File: config.mk
export PLATFORM = sky130hd
export DESIGN_NAME = game_ctrl_fsm
export DESIGN_NICKNAME = d
export VERILOG_FILES = /design/src/rtl/game_ctrl_fsm_pkg.sv /design/src/rtl/game_ctrl_fsm_btn_conditioner.sv /design/src/rtl/game_ctrl_fsm.sv
export SDC_FILE = /design/constraint.sdc
export NUM_CORES = 1
export LEC_CHECK = 0
export BUFFER_PORTS_ARGS = -buffer_cell sky130_fd_sc_hd__buf_2
export CAP_MARGIN = 20
export CORE_ASPECT_RATIO = 0.7
export CORE_MARGIN = 3
export CORE_UTILIZATION = 52
export CTS_CLUSTER_SIZE = 16
export DETAILED_ROUTE_END_ITERATION = 8
export GPL_TIMING_DRIVEN = 0
export HOLD_SLACK_MARGIN = 0.02
export PLACE_DENSITY = 0.74
export SLEW_MARGIN = 20
export SYNTH_ARGS = -nofsm -noshare
export SYNTH_HDL_FRONTEND = slang
export SYNTH_SLANG_ARGS = --single-unit
File: constraint.sdc
create_clock -name clk_i -period 1.8 [get_ports clk_i]
set_input_delay 0.09 -clock clk_i [delete_from_list [all_inputs] [get_ports clk_i]]
set_output_delay 0.09 -clock clk_i [all_outputs]
set_load 0.005 [all_outputs]
File: src/rtl/game_ctrl_fsm_pkg.sv
// game_ctrl_fsm_pkg: shared state encoding, direction indices and default parameters.
package game_ctrl_fsm_pkg;
  typedef enum logic [2:0] {
    S_IDLE  = 3'd0,
    S_WAIT  = 3'd1,
    S_MOVE  = 3'd2,
    S_SPAWN = 3'd3,
    S_CHECK = 3'd4,
    S_WON   = 3'd5,
    S_LOST  = 3'd6
  } state_t;
  localparam int DIR_UP    = 0;
  localparam int DIR_DOWN  = 1;
  localparam int DIR_LEFT  = 2;
  localparam int DIR_RIGHT = 3;
  localparam int DEF_NUM_DIRS   = 4;
  localparam int DEF_DEBOUNCE   = 16;
  localparam int DEF_INIT_TILES = 2;
  localparam int DEF_TIMEOUT    = 255;
  localparam int DEF_COUNT_W    = 16;
  localparam int DEF_CONTINUE   = 1;
endpackage

File: src/rtl/game_ctrl_fsm_btn_conditioner.sv
// game_ctrl_fsm_btn_conditioner: sync, debounce and rising-edge detect raw buttons; lowest index wins.
module game_ctrl_fsm_btn_conditioner
  import game_ctrl_fsm_pkg::*;
#(
  parameter int NUM_DIRS        = DEF_NUM_DIRS,
  parameter int DEBOUNCE_CYCLES = DEF_DEBOUNCE
) (
  input  logic                        clk_i,
  input  logic                        rst_ni,
  input  logic [NUM_DIRS-1:0]         buttons_i,
  output logic                        ev_o,
  output logic [$clog2(NUM_DIRS)-1:0] ev_idx_o
);
  localparam int CW = $clog2(DEBOUNCE_CYCLES + 1);
  localparam int DW = $clog2(NUM_DIRS);
  logic [NUM_DIRS-1:0] s1_q, s2_q, lvl_q, rise_q;
  logic [CW-1:0] cnt_q [NUM_DIRS];
  // cnt_q counts consecutive cycles the synced input disagrees with the accepted level
  always_ff @(posedge clk_i or negedge rst_ni) begin
    if (!rst_ni) begin
      s1_q   <= '0;
      s2_q   <= '0;
      lvl_q  <= '0;
      rise_q <= '0;
      for (int i = 0; i < NUM_DIRS; i++) cnt_q[i] <= '0;
    end else begin
      s1_q <= buttons_i;
      s2_q <= s1_q;
      for (int i = 0; i < NUM_DIRS; i++) begin
        rise_q[i] <= 1'b0;
        if (s2_q[i] == lvl_q[i]) cnt_q[i] <= '0;
        else if (cnt_q[i] == CW'(DEBOUNCE_CYCLES - 1)) begin
          cnt_q[i]  <= '0;
          lvl_q[i]  <= s2_q[i];
          rise_q[i] <= s2_q[i];
        end else cnt_q[i] <= cnt_q[i] + CW'(1);
      end
    end
  end
  always_comb begin
    ev_o     = |rise_q;
    ev_idx_o = '0;
    for (int i = NUM_DIRS - 1; i >= 0; i--) if (rise_q[i]) ev_idx_o = DW'(i);
  end
endmodule

File: src/rtl/game_ctrl_fsm.sv
// game_ctrl_fsm: 2048 control FSM sequencing button moves, tile spawns, win/loss and timeouts.
module game_ctrl_fsm
  import game_ctrl_fsm_pkg::*;
#(
  parameter int NUM_DIRS           = DEF_NUM_DIRS,
  parameter int DEBOUNCE_CYCLES    = DEF_DEBOUNCE,
  parameter int INIT_TILES         = DEF_INIT_TILES,
  parameter int TIMEOUT_CYCLES     = DEF_TIMEOUT,
  parameter int COUNT_W            = DEF_COUNT_W,
  parameter int CONTINUE_AFTER_WIN = DEF_CONTINUE
) (
  input  logic                        clk_i,
  input  logic                        rst_ni,
  input  logic [NUM_DIRS-1:0]         buttons_i,
  input  logic                        restart_i,
  input  logic                        move_done_i,
  input  logic                        moved_i,
  input  logic                        spawn_done_i,
  input  logic                        won_i,
  input  logic                        lost_i,
  output logic [2:0]                  state_o,
  output logic                        move_req_o,
  output logic [$clog2(NUM_DIRS)-1:0] move_dir_o,
  output logic                        spawn_req_o,
  output logic                        game_won_o,
  output logic                        game_lost_o,
  output logic [COUNT_W-1:0]          move_count_o,
  output logic                        timeout_err_o
);
  localparam int DW = $clog2(NUM_DIRS);
  localparam int TW = $clog2(TIMEOUT_CYCLES + 2);
  localparam int LW = $clog2(INIT_TILES + 1);
  state_t state_q, state_d;
  logic [DW-1:0] dir_q, dir_d, ev_idx;
  logic [LW-1:0] left_q, left_d;
  logic [TW-1:0] tmo_q, tmo_d;
  logic [COUNT_W-1:0] cnt_q, cnt_d;
  logic win_q, win_d, gap_q, gap_d, terr_q, terr_d, ev, tmo_fire;
  game_ctrl_fsm_btn_conditioner #(
    .NUM_DIRS       (NUM_DIRS),
    .DEBOUNCE_CYCLES(DEBOUNCE_CYCLES)
  ) u_btn (
    .clk_i    (clk_i),
    .rst_ni   (rst_ni),
    .buttons_i(buttons_i),
    .ev_o     (ev),
    .ev_idx_o (ev_idx)
  );
  assign tmo_fire = (TIMEOUT_CYCLES != 0) && (tmo_q == TW'(TIMEOUT_CYCLES));
  always_ff @(posedge clk_i or negedge rst_ni) begin
    if (!rst_ni) begin
      state_q <= S_IDLE;
      dir_q   <= '0;
      left_q  <= '0;
      tmo_q   <= '0;
      cnt_q   <= '0;
      win_q   <= 1'b0;
      gap_q   <= 1'b0;
      terr_q  <= 1'b0;
    end else begin
      state_q <= state_d;
      dir_q   <= dir_d;
      left_q  <= left_d;
      tmo_q   <= tmo_d;
      cnt_q   <= cnt_d;
      win_q   <= win_d;
      gap_q   <= gap_d;
      terr_q  <= terr_d;
    end
  end
  // gap_q marks the single idle cycle between consecutive spawn requests
  always_comb begin
    state_d = state_q;
    dir_d   = dir_q;
    left_d  = left_q;
    tmo_d   = tmo_q + TW'(1);
    cnt_d   = cnt_q;
    win_d   = win_q;
    gap_d   = 1'b0;
    terr_d  = 1'b0;
    case (state_q)
      S_IDLE: if (ev) begin
        state_d = S_SPAWN;
        left_d  = LW'(INIT_TILES);
        tmo_d   = '0;
      end
      S_WAIT: if (ev) begin
        state_d = S_MOVE;
        dir_d   = ev_idx;
        tmo_d   = '0;
      end
      S_MOVE: if (move_done_i) begin
        state_d = moved_i ? S_SPAWN : S_WAIT;
        if (moved_i) begin
          left_d = LW'(1);
          tmo_d  = '0;
          cnt_d  = (&cnt_q) ? cnt_q : cnt_q + COUNT_W'(1);
        end
      end else if (tmo_fire) begin
        state_d = S_WAIT;
        terr_d  = 1'b1;
      end
      S_SPAWN: if (spawn_done_i && !gap_q) begin
        left_d  = left_q - LW'(1);
        state_d = (left_q == LW'(1)) ? S_CHECK : S_SPAWN;
        gap_d   = left_q != LW'(1);
      end else if (tmo_fire) begin
        state_d = S_CHECK;
        terr_d  = 1'b1;
      end
      S_CHECK: begin
        state_d = (won_i && !win_q) ? S_WON : lost_i ? S_LOST : S_WAIT;
        win_d   = win_q | won_i;
      end
      S_WON:   if (CONTINUE_AFTER_WIN != 0 && ev) state_d = S_WAIT;
      S_LOST:  state_d = S_LOST;
      default: state_d = S_IDLE;
    endcase
    if (restart_i) begin
      state_d = S_IDLE;
      cnt_d   = '0;
      win_d   = 1'b0;
      gap_d   = 1'b0;
      terr_d  = 1'b0;
    end
  end
  assign state_o       = state_q;
  assign move_req_o    = state_q == S_MOVE;
  assign move_dir_o    = dir_q;
  assign spawn_req_o   = state_q == S_SPAWN && !gap_q;
  assign game_won_o    = state_q == S_WON;
  assign game_lost_o   = state_q == S_LOST;
  assign move_count_o  = cnt_q;
  assign timeout_err_o = terr_q;
endmodule
Yosys cells after proc, flatten, opt, wreduce, memory -nomap -nowiden
Index checks and enable logic that the tools add are counted.
W data, S select, Z words.
{"block": "word_totals", "regBits": 71, "latch_bits": 0, "ram_bits": 0, "rom_bits": 0, "input_bits": 12, "out_inout_bits": 26, "wordCells": 137, "n_memories": 0}
{"block": "op_classes", "add_sub_neg": 7, "multipliers": 0, "n_div": 0, "magnitude_cmp": 0, "eq_ne": 27, "shift": 0, "muxes": 57, "bitwise_logic": 5, "reduce_logical": 22}
{"cell": "$mux W16", "n": 5}
{"cell": "$mux W5", "n": 8}
{"cell": "$mux W3", "n": 11}
{"cell": "$mux W9", "n": 3}
{"cell": "$pmux W3 S7", "n": 1}
{"cell": "$add A5 B1 Y5 const B", "n": 4}
{"cell": "$eq A5 B4 Y1 const B", "n": 4}
{"cell": "$mux W2", "n": 9}
{"cell": "$pmux W9 S2", "n": 1}
{"cell": "$mux W1", "n": 17}
{"cell": "$add A16 B1 Y16 const B", "n": 1}
{"cell": "$reduce_and A16 Y1", "n": 1}
{"cell": "$ne A2 B2 Y1 const B", "n": 5}
{"cell": "$reduce_and A2 Y1", "n": 5}
{"cell": "$reduce_and A5 Y1", "n": 2}
{"cell": "$add A9 B1 Y9 const B", "n": 1}
{"cell": "$eq A3 B3 Y1 const B", "n": 3}
{"cell": "$eq A9 B8 Y1 const B", "n": 1}
{"cell": "$reduce_bool A2 Y1", "n": 4}
{"cell": "$eq A3 B2 Y1 const B", "n": 2}
{"cell": "$ne A3 B3 Y1 const B", "n": 2}
{"cell": "$pmux W2 S3", "n": 1}
{"cell": "$eq A1 B1 Y1", "n": 4}
{"cell": "$ne A4 B3 Y1 const B", "n": 1}
{"cell": "other kinds (16)", "n": 22}

Depth between registers and ports, before layout
{"block": "depth", "ltp_word": 6, "depth_mapped": 6, "depth_no_buf": 6}

By module
Synthesis repeated with hierarchy kept, for this count alone.
{"block": "hier_totals", "cells_unflattened": 312, "area_unflattened_um2": 3253.1}
{"module": "game_ctrl_fsm", "n_inst": 1, "cells_per_inst": 205, "area_each_um2": 1883.1, "seq_area_each_um2": 875.8}
{"module": "game_ctrl_fsm_btn_conditioner", "n_inst": 1, "cells_per_inst": 107, "area_each_um2": 1370.1, "seq_area_each_um2": 900.9}

Worst setup path before layout
OpenSTA, ideal clock, no wires.
{"block": "synth_path", "kind": "reg-to-reg", "start": "register cnt_q[0], in the netlist move_count_o[0]", "end": "register cnt_q[13], in the netlist move_count_o[13]", "setup_ns": 0.125, "t_arrival_ns": 1.579, "required_ns": 1.675, "setup_slack_ns": 0.096, "path_stages_with_launch": 7, "path_buffers": 1, "period_less_slack_ns": 1.704, "cell_sequence": "dfrtp_1 ha_1 nand2_1 nor4_4 buf_6 nor4_1 mux2_2"}
{"block": "synth_between", "elab_chain_cells": 6, "word_cells_on_any_way": 9, "classes_between": "1 x add/sub; 1 x eq/ne; 5 x mux; 2 x reduce/logical"}
{"element": "from (decl)", "line_no": "game_ctrl_fsm.sv:37", "rtl": "logic [COUNT_W-1:0] cnt_q, cnt_d;"}
{"element": "from (signal assigned)", "line_no": "game_ctrl_fsm.sv:65", "rtl": "cnt_q <= cnt_d;"}
{"element": "$add A16 B1 Y16", "line_no": "game_ctrl_fsm.sv:97", "rtl": "cnt_d = (&cnt_q) ? cnt_q : cnt_q + COUNT_W'(1);"}
{"element": "$mux W16", "line_no": "game_ctrl_fsm.sv:97"}
{"element": "$mux W16", "line_no": "game_ctrl_fsm.sv:94", "rtl": "if (moved_i) begin"}
{"element": "$mux W16", "line_no": "game_ctrl_fsm.sv:92", "rtl": "S_MOVE: if (move_done_i) begin"}
{"element": "$mux W16", "line_no": "game_ctrl_fsm.sv:81", "rtl": "case (state_q)"}
{"element": "$mux W16", "line_no": "game_ctrl_fsm.sv:119", "rtl": "if (restart_i) begin"}
Parallel ways exist; a longest one is shown, timed or not. The select of a mux whose other input is x is not followed.
A chain may end at the register's enable or synchronous reset.

Final worst setup path
{"block": "layout_path", "start": "register state_q[0], in the netlist state_o[0]", "end": "register cnt_q[15], in the netlist move_count_o[15]"}
{"block": "layout_between", "elab_chain_cells": 3}
{"element": "from (decl)", "line_no": "game_ctrl_fsm.sv:33", "rtl": "state_t state_q, state_d;"}
{"element": "from (signal assigned)", "line_no": "game_ctrl_fsm.sv:61", "rtl": "state_q <= state_d;"}
{"element": "$eq A3 B2 Y1", "line_no": "game_ctrl_fsm.sv:81"}
{"element": "$reduce_bool A2 Y1 (no line)"}
{"element": "$reduce_and A4 Y1 (no line)"}
Every way passes these cells.

==> reports/metrics.yaml <==
run_status:
  status: "finished clean"
synth:
  ys_seq_area_share_pct: 51.9
  syn_area_per_cell_um2: 10.4
  yosysTopAreaCell: "dfrtp_1"
  synth_cell_types: 48
  synth_top_area_share_pct: 51.9
  synth_edf_count: 0
  yosys-top-cells-area: "dfrtp_1 52%, nor2_1 4.8%, xor2_1 3.1%"
  synth_nets: 347
  async_flop_share_pct: 100
  yosys_warnings: 0
  synth_flop_cell: "dfrtp_1"
  synth.cell_area_mm2: 0.00343
  syn_inst: 328
  ys_seq_elements: 71
drt:
  vias: 2730
  ant_nets: 0
  drt_iter0_drc: 163
  routed.top_layer: "met4"
  drtPass1Iterations: 4
  viasPerCell: 5.64
  wl_per_cell_um: 15.3
  wl_met3_um: 530
  wl_met2_mm: 3.43
  drt-total-wl_mm: 7.39
  drcViolationCount: 0
  wl_met1_mm: 3.38
floorplanning:
  start_util_pct: 54.3
  dieArea_mm2: 0.00761
  die_w_um: 103
  io_pins: 38
  num_rows: 24
  coreArea_mm2: 0.00631
  die_h_um: 73.9
power_and_ir_drop:
  p_per_area_mw_per_mm2: 817
  peakVddDrop_uv: 610
  p_leak_nw: 2.06
placement:
  io_buffers: 37
  gp_congestion: 0.838
  dp_hpwl_mm: 4.81
  pre_cts_ws_ns: -0.0750
critical_path:
  startpoint_type: "flop"
  crit_path_end_kind: "flop"
  crit_fanout: 8
  r2r_start: "state_o[0]$_DFFE_PN0P_"
  required_ns: 2.04
  rrSetupSlack_ns: 0.01
  rr_worst_depth: 5
  arrival_ns: 2.02
  criticalPathCategory: "reg -> reg"
  reg2reg_to: "move_count_o[15]$_DFFE_PN0P_"
cts:
  htreeDepth: 3
  clk_pin_slew_ns: 0.07
  cts_made_buffers: 9
  numClockSinks: 71
  cts_max_path_buffers: 2
  cts_tree: "done"
  ctsRootBufferMaster: "clkbuf_8"
  insertion_delay_ns: 0.35
sta:
  rsz0062_at_grt: "yes"
  finalCritPeriodShare_pct: 99.3
  fmax_mhz: 560
  finalSetupViolCount: 0
  final_max_slew_viol_count: 0
  final.setup.worst_slack_ns: 0.0128
  tns_ns: 0
  period_needed_ns: 1.79
  hold_viol: 0
  max-slew-margin-rel_pct: 55.6
  worst_slew_pin_slew_ns: 0.665
  fin_skew_ns: 0.00740
grt:
  grt_pass1_wl_mm: 11.2
  overflow: 0
  grt_pass1_vias: 2397
  grt_max_degree: 47
  grt_antenna_before_repair: 0
  grtUsageTotal_pct: 19.1
flow_run:
  drv_cap: 0
cells_and_area:
  multiInputGateArea_mm2: 0.00166
  final_common_cell: "dfrtp_1"
  diodes: 0
  final_layout_size_suffix_gt1_share_pct: 27.1
  final-seq-area_mm2: 0.00178
  fillers: 466
  area_growth_pct: 24.5
  final_cell_mix: "66 x dfrtp_1, 44 x nor2_1, 37 x buf_2"
  finish.utilization_pct: 67.6
  nNetsFinal: 420
worst_hold_path:
  min_from: "won_i"
  min_path_type: "in -> reg"
  hold-path-cell-count: 3
  min_to: "win_q$_DFFE_PN0P_"
==> how the worst max path moves through the flow <==
stage | start | to | slack, ns | depth (start not counted)
2_1_floorplan | move_count_o[0]$_DFFE_PN0P_ | move_count_o[13]$_DFFE_PN0P_ | 0.1 | 6
3_3_place_gp | state_o[1]$_DFFE_PN0P_ | tmo_q[7]$_DFF_PN0_ | -0.09 | 3
3_5_place_dp | state_o[1]$_DFFE_PN0P_ | tmo_q[3]$_DFF_PN0_ | -0.08 | 3
4_1_cts | state_o[2]$_DFFE_PN0P_ | move_count_o[15]$_DFFE_PN0P_ | -0.03 | 6
5_1_grt | move_count_o[0]$_DFFE_PN0P_ | move_count_o[5]$_DFFE_PN0P_ | -0.05 | 6
6_report | state_o[0]$_DFFE_PN0P_ | move_count_o[15]$_DFFE_PN0P_ | 0.01 | 5
==> where the power goes <==
group          switching, W  total [W]  internal [W]
registers          0.000106    0.00182       0.00171
logic              0.000197   0.000370      0.000173
clock network      0.000583    0.00130      0.000712
total              0.000885    0.00348       0.00260
==> timing repair <==
item                                   in CTS  in global routing
cloned                                      0                  2
endpoints found under the hold margin      48                  0
hold buffers                                5                  0
pin swaps                                   2                  5
resized for setup                          11                 25
setup endpoints to repair                  22                 21
buffers inserted                            1                 16
==> cell usage after synthesis, types with 2 or more instances <==
| cell | instances |
|---|---|
| mux2_1 | 7 |
| xnor2_1 | 5 |
| nor3_1 | 6 |
| dfrtp_1 | 71 |
| nand4_1 | 2 |
| inv_1 | 13 |
| ha_1 | 7 |
| nand4b_1 | 2 |
| xor2_1 | 12 |
| mux2_2 | 6 |
| buf_4 | 2 |
| nor2b_1 | 13 |
| mux2i_1 | 2 |
| o21a_1 | 4 |
| clkbuf_1 | 6 |
| and3_1 | 6 |
| nand4_4 | 3 |
| and4_1 | 2 |
| o21ai_0 | 11 |
| or3_1 | 2 |
| nor4b_1 | 5 |
| nand2_1 | 17 |
| a31oi_1 | 3 |
| nand3_1 | 17 |
| nor2_1 | 44 |
| nand2b_1 | 5 |
| a21oi_1 | 15 |
| o31ai_1 | 6 |
| nor4_1 | 3 |
| nor3b_1 | 3 |
| a211oi_1 | 6 |
| or4_1 | 3 |
| and2_1 | 4 |
==> through the flow <==
step | hold slack [ns] | power, W | cells | cell area (µm²)
2_1_floorplan | -0.206 | 0.00209 | 328 | 3430
3_3_place_gp | 0.199 | 0.00218 | 443 | 3710
3_5_place_dp | 0.0368 | 0.00221 | 444 | 3740
4_1_cts | 0.0376 | 0.00352 | 466 | 4060
5_1_grt | 0.0554 | 0.00367 | 484 | 4270
6_report | 0.0477 | 0.00348 | 484 | 4270
==> worst max-delay path: stages (launching register included) <==
cell	delay, ns
dfrtp_2	0.44
and3b_1	0.23
buf_6	0.15
nand4_4	0.19
nor4b_4	0.34
mux2_4	0.33
==> routing by layer <==
metal | track usage (%) | up-vias
li1 | - | 1308
met1 | 27.9 | 1315
met2 | 27.8 | 99
met3 | 5.69 | 8
met4 | 5.75 | 0
met5 | 0 | -
==> cell families after synthesis <==
group	share of synthesized area, %
AND/OR/NAND/NOR	23.4
flip-flops	51.9
AO/OA/AOI/OAI	9.93
buffers and inverters	2.99
XOR/XNOR	4.35
multiplexers	4.86
adder cells (fa/ha/maj)	2.56
==> flip-flops by register name, indices dropped and copies added, names as in the netlist <==
signal	count
timeout_err_o	1
u_btn.lvl_q	4
u_btn.cnt_q	20
u_btn.s1_q	4
left_q	2
move_count_o	16
tmo_q	9
u_btn.s2_q	4
u_btn.rise_q	4
move_dir_o	2
state_o	3
gap_q	1
win_q	1
==> cell type report <==
cell class,count,area share [%]
well taps,78,2.29
clock buffers,11,3.55
clock inverters,5,1.32
inverters,13,1.14
flip-flops and latches,71,41.8
repair buffers,61,9.42
multi-input cells,235,38.8
plain buffers,10,1.64
No activity file was read; power rests on OpenSTA's default activity.
